<file path="config.mk">
export PLATFORM = sky130hd
export DESIGN_NAME = image_scaler_cfg_ctrl
export DESIGN_NICKNAME = d
export VERILOG_FILES = /design/src/rtl/image_scaler_cfg_ctrl.sv
export SDC_FILE = /design/constraint.sdc
export NUM_CORES = 1
export LEC_CHECK = 0
export CAP_MARGIN = 40
export CORE_MARGIN = 5
export CORE_UTILIZATION = 40
export DETAILED_ROUTE_END_ITERATION = 8
export PLACE_DENSITY = 0.65
export SLEW_MARGIN = 5
export SYNTH_ARGS = -nofsm -noshare
export SYNTH_HDL_FRONTEND = slang
export SYNTH_SLANG_ARGS = --single-unit
</file>
<file path="constraint.sdc">
create_clock -name SYS_CLK_I -period 4.8 [get_ports SYS_CLK_I]
set_clock_uncertainty 0.2 [all_clocks]
set_input_delay 0.96 -clock SYS_CLK_I [delete_from_list [all_inputs] [get_ports SYS_CLK_I]]
set_output_delay 0.96 -clock SYS_CLK_I [all_outputs]
set_load 0.01 [all_outputs]
</file>
<file path="src/rtl/image_scaler_cfg_ctrl.sv">
`default_nettype none
//==============================================================================
// Module   : image_scaler_cfg_ctrl
// Brief    : Serial-divider scale-factor sequencer; swaps the new configuration
//            into the active registers on a frame boundary.
//            Optional feature macro: SCALER_CFG_VALIDATE_EN.
// Revision : 1.0
//==============================================================================
module image_scaler_cfg_ctrl #(
   parameter int G_RES_WIDTH  = 13,
   parameter int G_SF_WIDTH   = 16,
   parameter int G_FRAC_BITS  = 10,
   parameter int G_RST_CYCLES = 16,
   parameter int G_DEF_HIN    = 960,
   parameter int G_DEF_VIN    = 540,
   parameter int G_DEF_HOUT   = 1280,
   parameter int G_DEF_VOUT   = 720,
   parameter int G_DEF_SFH    = 767,
   parameter int G_DEF_SFV    = 766
) (
   input  logic                   SYS_CLK_I,
   input  logic                   RESET_I,
   input  logic                   CFG_WE_I,
   input  logic [G_RES_WIDTH-1:0] CFG_HIN_I,
   input  logic [G_RES_WIDTH-1:0] CFG_VIN_I,
   input  logic [G_RES_WIDTH-1:0] CFG_HOUT_I,
   input  logic [G_RES_WIDTH-1:0] CFG_VOUT_I,
   input  logic                   FRAME_START_I,
   output logic                   CFG_BUSY_O,
   output logic                   CFG_DONE_O,
   output logic                   CFG_ERR_O,
   output logic [G_RES_WIDTH-1:0] HORZ_RES_IN_O,
   output logic [G_RES_WIDTH-1:0] VERT_RES_IN_O,
   output logic [G_RES_WIDTH-1:0] HORZ_RES_OUT_O,
   output logic [G_RES_WIDTH-1:0] VERT_RES_OUT_O,
   output logic [G_SF_WIDTH-1:0]  SCALE_FACTOR_HORZ_O,
   output logic [G_SF_WIDTH-1:0]  SCALE_FACTOR_VERT_O,
   output logic                   SCALER_RESETN_O
);

   localparam int NUM_W   = G_RES_WIDTH + G_FRAC_BITS;
   localparam int CNT_MAX = (NUM_W > G_RST_CYCLES) ? NUM_W : G_RST_CYCLES;
   localparam int CNT_W   = $clog2(CNT_MAX + 1);

   localparam logic [2:0] S_IDLE  = 3'd0;
   localparam logic [2:0] S_DIV_H = 3'd1;
   localparam logic [2:0] S_DIV_V = 3'd2;
   localparam logic [2:0] S_PEND  = 3'd3;
   localparam logic [2:0] S_APPLY = 3'd4;
   localparam logic [2:0] S_HOLD  = 3'd5;

   logic [2:0]             state, next_state;
   logic [CNT_W-1:0]       cnt;
   logic [G_RES_WIDTH-1:0] sh_hin, sh_vin, sh_hout, sh_vout;
   logic [G_SF_WIDTH-1:0]  sf_h_new, sf_v_new;
   logic [NUM_W-1:0]       quo;
   logic [G_RES_WIDTH-1:0] rem;

   logic [G_RES_WIDTH-1:0] divisor;
   logic [G_RES_WIDTH:0]   trial;
   logic [G_RES_WIDTH-1:0] diff;
   logic                   ge;
   logic [G_RES_WIDTH-1:0] rem_nx;
   logic [NUM_W-1:0]       q_final;
   logic                   sat;
   logic [G_SF_WIDTH-1:0]  sf_final;
   logic                   last_bit;
   logic                   hold_done;

`ifdef SCALER_CFG_VALIDATE_EN
   logic range_bad;
   logic sat_h;
   logic range_fail_now;
   assign range_fail_now = (CFG_HIN_I < G_RES_WIDTH'(2)) || (CFG_VIN_I < G_RES_WIDTH'(2)) ||
                           (CFG_HOUT_I == '0) || (CFG_VOUT_I == '0);
`else
   assign CFG_ERR_O = 1'b0;
`endif

   // An input of 0 yields a zero numerator rather than a wrapped (IN-1).
   function automatic logic [NUM_W-1:0] numer(input logic [G_RES_WIDTH-1:0] v);
      if (v == '0) return '0;
      return {v - G_RES_WIDTH'(1), {G_FRAC_BITS{1'b0}}};
   endfunction

   // One restoring-division step; the numerator shifts out of quo as quotient bits shift in.
   assign divisor   = (state == S_DIV_V) ? sh_vout : sh_hout;
   assign trial     = {rem, quo[NUM_W-1]};
   assign ge        = trial >= {1'b0, divisor};
   assign diff      = trial[G_RES_WIDTH-1:0] - divisor;
   assign rem_nx    = ge ? diff : trial[G_RES_WIDTH-1:0];
   assign q_final   = {quo[NUM_W-2:0], ge};
   assign sat       = |q_final[NUM_W-1:G_SF_WIDTH];
   assign sf_final  = sat ? '1 : q_final[G_SF_WIDTH-1:0];
   assign last_bit  = (cnt == CNT_W'(NUM_W - 1));
   assign hold_done = (cnt == CNT_W'(G_RST_CYCLES - 1));

   always_comb begin
      next_state = state;
      case (state)
         S_IDLE:  if (CFG_WE_I) next_state = S_DIV_H;
         S_DIV_H: begin
            if (last_bit) next_state = S_DIV_V;
`ifdef SCALER_CFG_VALIDATE_EN
            if (range_bad) next_state = S_IDLE;
`endif
         end
         S_DIV_V: begin
            if (last_bit) next_state = S_PEND;
`ifdef SCALER_CFG_VALIDATE_EN
            if (last_bit && (sat_h || sat)) next_state = S_IDLE;
`endif
         end
         S_PEND:  if (FRAME_START_I) next_state = S_APPLY;
         S_APPLY: next_state = S_HOLD;
         S_HOLD:  if (hold_done) next_state = S_IDLE;
         default: next_state = S_IDLE;
      endcase
   end

   always_ff @(posedge SYS_CLK_I) begin
      if (RESET_I) begin
         state               <= S_IDLE;
         cnt                 <= '0;
         sh_hin              <= '0;
         sh_vin              <= '0;
         sh_hout             <= '0;
         sh_vout             <= '0;
         sf_h_new            <= '0;
         sf_v_new            <= '0;
         quo                 <= '0;
         rem                 <= '0;
         CFG_BUSY_O          <= 1'b0;
         CFG_DONE_O          <= 1'b0;
         SCALER_RESETN_O     <= 1'b0;
         HORZ_RES_IN_O       <= G_RES_WIDTH'(G_DEF_HIN);
         VERT_RES_IN_O       <= G_RES_WIDTH'(G_DEF_VIN);
         HORZ_RES_OUT_O      <= G_RES_WIDTH'(G_DEF_HOUT);
         VERT_RES_OUT_O      <= G_RES_WIDTH'(G_DEF_VOUT);
         SCALE_FACTOR_HORZ_O <= G_SF_WIDTH'(G_DEF_SFH);
         SCALE_FACTOR_VERT_O <= G_SF_WIDTH'(G_DEF_SFV);
`ifdef SCALER_CFG_VALIDATE_EN
         CFG_ERR_O           <= 1'b0;
         range_bad           <= 1'b0;
         sat_h               <= 1'b0;
`endif
      end else begin
         state           <= next_state;
         CFG_BUSY_O      <= (next_state != S_IDLE);
         CFG_DONE_O      <= (next_state == S_APPLY);
         SCALER_RESETN_O <= !((next_state == S_APPLY) || (next_state == S_HOLD));
         case (state)
            S_IDLE: begin
               if (CFG_WE_I) begin
                  sh_hin  <= CFG_HIN_I;
                  sh_vin  <= CFG_VIN_I;
                  sh_hout <= CFG_HOUT_I;
                  sh_vout <= CFG_VOUT_I;
                  quo     <= numer(CFG_HIN_I);
                  rem     <= '0;
                  cnt     <= '0;
`ifdef SCALER_CFG_VALIDATE_EN
                  CFG_ERR_O <= 1'b0;
                  range_bad <= range_fail_now;
`endif
               end
            end
            S_DIV_H: begin
               quo <= q_final;
               rem <= rem_nx;
               cnt <= cnt + CNT_W'(1);
               if (last_bit) begin
                  sf_h_new <= sf_final;
                  quo      <= numer(sh_vin);
                  rem      <= '0;
                  cnt      <= '0;
`ifdef SCALER_CFG_VALIDATE_EN
                  sat_h    <= sat;
`endif
               end
`ifdef SCALER_CFG_VALIDATE_EN
               if (range_bad) CFG_ERR_O <= 1'b1;
`endif
            end
            S_DIV_V: begin
               quo <= q_final;
               rem <= rem_nx;
               cnt <= cnt + CNT_W'(1);
               if (last_bit) begin
                  sf_v_new <= sf_final;
`ifdef SCALER_CFG_VALIDATE_EN
                  if (sat_h || sat) CFG_ERR_O <= 1'b1;
`endif
               end
            end
            S_APPLY: begin
               HORZ_RES_IN_O       <= sh_hin;
               VERT_RES_IN_O       <= sh_vin;
               HORZ_RES_OUT_O      <= sh_hout;
               VERT_RES_OUT_O      <= sh_vout;
               SCALE_FACTOR_HORZ_O <= sf_h_new;
               SCALE_FACTOR_VERT_O <= sf_v_new;
               cnt                 <= '0;
            end
            S_HOLD:  cnt <= cnt + CNT_W'(1);
            default: ;
         endcase
      end
   end

endmodule
`default_nettype wire

</file>
==> run metrics, run 1 <==
total of max-cap violations 0; R2R cell count 12; register area share after synthesis 0.467; Hold Startpoint sf_h_new[14]$_SDFFE_PP0P_; RR Endpoint sf_h_new[0]$_SDFFE_PP0P_; clk buf depth 3; Synth Area in XOR/XNOR 0.0257; post-route cell area 11700 µm²; wire length per cell 15.9 µm; die span in y 162 µm; top post-synthesis cells by count nand2_1 (308), dfxtp_1 (215), a21oi_1 (133); worst-margin pin slew 0.870 ns; Setup-failing EPs final 0; crit start category flip-flop; initial antenna violation count 1; Vias/cell 5.16; Req. time, crit path 5.03 ns; Worst EP arrival 4.10 ns; max_slew headroom 0.418; CTS tree yes; vias in the first global route 7777; Reg area 4300 µm²; cts bufs inserted 24; DP Wirelength 16.9 mm; die footprint 26200 µm²; mux contribution to synthesized area 0.0242; number of library cell types mapped by synthesis 63; Final Hold Viols 0; Post-Synth Simple-Gate Area 0.236; Post-synth EDFFs 0; slowest cell delay on critical path 0.60 ns; outcome finished clean; Via Count 7954; Worst-Skew Late Latency 0.51 ns; Worst Setup SP state[0]$_SDFF_PP0_; clock-pin slew on the worst setup and hold paths 0.06 ns; period utilization 0.805; PwrDens 408 nW/µm²; min Tclk post-route 3.87 ns; All-Layer GR Usage 0.182; compound-cell area share of the yosys netlist 0.177; dominant synthesized flop cell dfxtp_1; Final nets 1312; Initial Utilization 0.407; fmax 259 MHz; gpl congestion 0.837; internal reg-to-reg setup slack 0.93 ns; # hold bufs at CTS 0; crit path kind reg2reg; CP Capture Type flip-flop; final core occ 0.516; Lkg Pwr 4.42 nW; cell count after synthesis 1134; critical register-to-register path startpoint state[0]$_SDFF_PP0_; Worst Hold Path EP SCALE_FACTOR_HORZ_O[14]$_SDFFE_PP0P_; unrepaired setup endpoints after global routing false; layout cell share with drive strength beyond 1 0.0781; largest cells by area after synthesis dfxtp_1 (47%), nand2_1 (13%), a21oi_1 (7.2%); Hold WS 0.252 ns; Synth area leader dfxtp_1; Async S/R FF share, synth 0; Crit Path Max Fanout 18; Post-CTS Resized 0; fillers 2139; crit-path cells nor2_2 -> nand2_1 -> buf_4 -> mux2_2 -> fa_1 -> nand2b_1 -> a21oi_2 -> a211oi_4 -> o311ai_4 -> o21ai_4 -> nor2b_1 -> a211oi_2; DRC errors left 0; DP Area 10800 µm²; first-pass GRT wire length 39.9 mm; Clock Sinks 215; yosys warns 0; Worst path slowest cell dfxtp_1; main combinational cell family by area after synthesis simple AND/OR/NAND/NOR gates; WP buf/inv 1; final global-route overflow total 0; fin. max-slew vios 0; H-tree levels 1; hold path depth 2; die width 162 µm; largest net degree at the start of global routing 84; Post-CTS Repair Setup Buffers 0; routed wire length 24.5 mm; adder-cell share of the synthesized area 0.0266; Mapped Area 9210 µm²; I/O Pins 144; synthesized net count 1209; clk root buf clkbuf_16; family with the most delay on the worst path compound AO/OA/AOI/OAI gates; top cell type's share of synthesized area 0.467; core area 22600 µm²; port bufs 142; drt first-iter violations 388; syn avg cell area 8.12 µm²; Seq cells post-synth 215; count leader, synth nand2_1; FP Rows 55; Worst VDD drop 194 µV; DRT antenna net count 0; Fin Setup TNS 0 ns; area delta synth->final 27.0%; drt pass-1 iters 4; Hold Path Class reg2reg; footprint of the multi-input gates 4540 µm²
==> per-stage QoR <==
step / power [mW] / worst slack [ns] / std cells
after global routing: 4.99 / 0.723 / 1539
after CTS: 4.81 / 0.919 / 1539
final: 4.77 / 0.934 / 1540
after floorplan: 2.65 / 1.41 / 1134
after global placement: 2.83 / 1.03 / 1493
after detailed placement: 2.85 / 0.937 / 1496
==> layout by cell type, fill, tap and decap left out, drive strengths merged, types with 5 or more instances in the layout <==
cell and n:
xor2 9, buf 14, mux2i 20, nand2 308, a211oi 37, or3 5
xnor2 18, ha 18, clkbuf 32, clkdlybuf4s50 141, o21ai 27, dfxtp 215
nor3 19, nor4 5, a21oi 146, nand3 10, nand4 5, nand3b 33
nor2 100, inv 16, clkinv 5, a22oi 10, nand2b 6
==> layer usage <==
layer	up-vias	track usage	wire (µm)
met1	3684	0.238	11200
met5	-	0	0
met4	0	0.0565	634
met2	187	0.302	11300
met3	39	0.0411	1300
li1	4044	-	-
==> registers in the layout (all words and copies together) (netlist names), 16 cells and up <==
register	flops
sf_v_new	16
quo	23
SCALE_FACTOR_VERT_O	16
SCALE_FACTOR_HORZ_O	16
sf_h_new	16
==> logic make-up after synthesis <==
kind of cell,count (synthesis)
xor gates and xnor gates,27
DFF,215
AOI/OAI and AO/OA,253
adders and majority gates,19
buffers and inverters,93
other,1
and+or+nand+nor,504
muxes,22
==> layout make-up <==
cell class	instances	share of cell area
inverter	15	0.00482
timing repair buffer	155	0.135
sequential	215	0.368
tap	285	0.0305
clock inverter	11	0.0141
clock buffer	32	0.0592
multi-input combinational	826	0.388
antenna	1	0.000214
==> report_power, final <==
group | internal [mW] | switching [mW]
clock | 1.23 | 0.732
combinational | 0.387 | 0.506
sequential | 1.85 | 0.0656
total | 3.47 | 1.30
==> worst max-delay path by stage <==
stage,end,cells after the start
floorplan,rem[10]$_SDFFE_PP0P_,14
global placement,sf_h_new[0]$_SDFFE_PP0P_,12
detailed placement,sf_h_new[0]$_SDFFE_PP0P_,12
CTS,sf_h_new[0]$_SDFFE_PP0P_,12
global route,sf_h_new[0]$_SDFFE_PP0P_,12
finish,sf_h_new[0]$_SDFFE_PP0P_,12
==> tightest hold or removal path, delay by kind of cell, from the launching register on <==
| kind | cells | cell delay (ns) |
|---|---|---|
| flops | 1 | 0.31 |
| compound gates | 1 | 0.05 |
| simple gates | 1 | 0.05 |
Power figures use the tool's default switching activity.
==> run 2, diff against run 1 <==
--- a/config.mk
+++ b/config.mk
@@ -9,7 +9,7 @@
 export CORE_MARGIN = 5
 export CORE_UTILIZATION = 40
 export DETAILED_ROUTE_END_ITERATION = 8
-export PLACE_DENSITY = 0.65
+export PLACE_DENSITY = 0.68
 export SLEW_MARGIN = 5
 export SYNTH_ARGS = -nofsm -noshare
 export SYNTH_HDL_FRONTEND = slang
==> constraint.sdc (replaced) <==
create_clock -name SYS_CLK_I -period 3.2 [get_ports SYS_CLK_I]
set_clock_uncertainty 0.2 [all_clocks]
set_input_delay 0.64 -clock SYS_CLK_I [delete_from_list [all_inputs] [get_ports SYS_CLK_I]]
set_output_delay 0.64 -clock SYS_CLK_I [all_outputs]
set_load 0.01 [all_outputs]
==> run 2 against run 1 <==
Net effect: worst setup slack got worse by 0.85 ns; global-route usage barely moved; worst hold slack got worse by 0.00062 ns; cell count rose by 0.91%; power rose by 51%; first-iteration DRC count rose by 14%; non-clock buffer count rose by 22; combinational power rose by 87%; clock power rose by 35%; via count rose by 2.3%; critical path type unchanged; largest cell class unchanged.
==> run metrics, run 2 (synthesis results as in run 1) <==
crit-path cells nor2_4 -> nand2_2 -> mux2_2 -> ha_2 -> fa_2 -> nand2b_4 -> a21oi_4 -> a211oi_4 -> o311ai_4 -> o21ai_4 -> buf_6 -> buf_4 -> mux2i_1 -> o21ai_1; I/O Pins 144 (unchanged); DRC errors left 0 (unchanged); R2R cell count 14 (+2); vias in the first global route 7818 (+0.53%); slowest cell delay on critical path 0.37 ns (-0.23 ns); Comb power frac 0.233 (+0.046); Worst VDD drop 315 µV (+62%); area delta synth->final 27.7%; All-Layer GR Usage 0.182 (-0.000489); Worst-Skew Late Latency 0.51 ns (about the same); crit path kind reg2reg; wire length per cell 15.6 µm (-1.7%); clk root buf clkbuf_16; routed wire length 24.3 mm (-0.78%); port bufs 142 (unchanged); FP Rows 55 (unchanged); Setup-failing EPs final 0 (unchanged); layout cell share with drive strength beyond 1 0.0938 (+0.0156); most frequent cells in the layout nand2_1 (307), dfxtp_1 (213), clkdlybuf4s50_1 (141); Vias/cell 5.23 (+1.4%); # hold bufs at CTS 0 (unchanged); DP Area 10900 µm² (+0.83%); final global-route overflow total 0 (unchanged); outcome finished clean; post-route cell area 11800 µm² (+0.60%); hold path depth 2 (unchanged); initial antenna violation count 1 (unchanged); Final nets 1333 (+1.6%); family with the most delay on the worst path compound AO/OA/AOI/OAI gates; PwrDens 611 nW/µm² (+50%); clock-pin slew on the worst setup and hold paths 0.06 ns (about the same); die width 162 µm (unchanged); fin. max-slew vios 0 (unchanged); Psw 1.99 mW (+53%); Sw Share 0.277 (+0.00332); critical register-to-register path startpoint state[0]$_SDFF_PP0_; Crit Path Max Fanout 6 (-12); core area 22600 µm² (unchanged); Worst path slowest cell fa_2; Req. time, crit path 3.37 ns (-1.66 ns); Via Count 8135 (+2.3%); Clock Sinks 215 (unchanged); CP Capture Type flip-flop; worst-margin pin slew 0.631 ns (-0.239 ns); drt pass-1 iters 5 (+1); gpl congestion 0.910 (+8.7%); max_slew headroom 0.580 (+0.161); most common cell after layout, fill and taps aside nand2_1; drt first-iter violations 444 (+14%); worst setup margin 0.0861 ns (-0.848 ns); CTS tree yes; Worst Hold Path EP SCALE_FACTOR_VERT_O[12]$_SDFFE_PP0P_; cts bufs inserted 23 (-4.2%); Hold Startpoint SCALE_FACTOR_VERT_O[12]$_SDFFE_PP0P_; Reg with most FFs quo; period utilization 0.973 (+0.168); internal reg-to-reg setup slack 0.09 ns (-0.85 ns); min Tclk post-route 3.11 ns (-0.752 ns); first-pass GRT wire length 39.8 mm (-0.26%); RR Endpoint rem[2]$_SDFFE_PP0P_; antenna cells 0 (-1); die footprint 26200 µm² (unchanged); WP buf/inv 2 (+1); fmax 321 MHz (+24%); H-tree levels 1 (unchanged); total of max-cap violations 0 (unchanged); DRT antenna net count 0 (unchanged); Hold Path Class reg2reg; Lkg Pwr 4.47 nW (+1.2%); max reg flops 23 (unchanged); Final Hold Viols 0 (unchanged); DP Wirelength 17.0 mm (+0.51%); power consumption 7.19 mW (+51%); largest net degree at the start of global routing 76 (-9.5%); power share of the clock group 0.368 (-0.043); clk buf depth 3 (unchanged); Internal 5.20 mW (+50%); Initial Utilization 0.407 (unchanged); Place WS -0.0133 ns (-0.950 ns); Worst EP arrival 3.28 ns (-0.82 ns); die span in y 162 µm (unchanged); crit start category flip-flop; Flop pwr share 0.399 (-0.003)
-- run 2: how the worst max path moves through the flow --
stage	start	end	cells after the start
after floorplan	state[2]$_SDFF_PP0_	rem[11]$_SDFFE_PP0P_	14
after global placement	state[0]$_SDFF_PP0_	sf_v_new[0]$_SDFFE_PP0P_	12
after detailed placement	state[0]$_SDFF_PP0_	sf_h_new[0]$_SDFFE_PP0P_	12
after CTS	state[0]$_SDFF_PP0_	rem[0]$_SDFFE_PP0P_	12
after global routing	state[0]$_SDFF_PP0_	rem[2]$_SDFFE_PP0P_	14
final	state[0]$_SDFF_PP0_	rem[2]$_SDFFE_PP0P_	14
-- run 2: what timing repair did --
action,in CTS,in global routing
pin swaps,1,5
setup buffers,1,7
endpoints found under the setup margin,2,15
gates cloned,0,0
gates resized for setup,0,9
endpoints found under the hold margin,0,0
-- run 2: routing by layer --
layer | GRT usage | share of wire | vias to the layer above | routed length, µm
li1 | - | - | 4093 | -
met1 | 0.239 | 0.45 | 3766 | 10800
met2 | 0.296 | 0.46 | 216 | 11200
met3 | 0.0411 | 0.061 | 58 | 1480
met4 | 0.0634 | 0.031 | 2 | 764
met5 | 0 | 0.00054 | - | 13
-- run 2: cell type report --
type | instances | area (µm²)
clock buffers | 28 | 614
clock inverters | 8 | 123
fillers | 2147 | 10900
inverters | 15 | 56.3
multi-input cells | 826 | 4560
flip-flops and latches | 215 | 4310
well taps | 285 | 357
repair buffers | 177 | 1740
-- run 2: power groups by stage --
stage | sequential (mW) | clock, mW | combinational (mW)
after global routing | 2.88 | 2.83 | 1.83
final | 2.87 | 2.65 | 1.67
after global placement | 2.93 | 0 | 1.35
after floorplan | 2.89 | 0 | 1.09
after detailed placement | 2.93 | 0 | 1.37
after CTS | 2.87 | 2.71 | 1.40
-- run 2: worst reg2reg max path: cells and delay by family, from the launching register on --
family / cells / cell delay, ns
AO/OA/AOI/OAI: 5 / 0.80
adder cells (fa/ha/maj): 2 / 0.56
buffers and inverters: 2 / 0.29
flip-flops: 1 / 0.35
multiplexers: 2 / 0.48
AND/OR/NAND/NOR: 3 / 0.30
-- run 2: stage by stage --
step / utilization / hold WS [ns] / cells / setup TNS, ns
after global routing: 0.520 / 0.272 / 1554 / -0.124
final: 0.520 / 0.251 / 1554 / 0
after floorplan: - / 0.232 / 1134 / 0
after global placement: 0.482 / 0.237 / 1510 / 0
after detailed placement: 0.482 / 0.245 / 1510 / -0.0247
after CTS: 0.515 / 0.253 / 1547 / 0
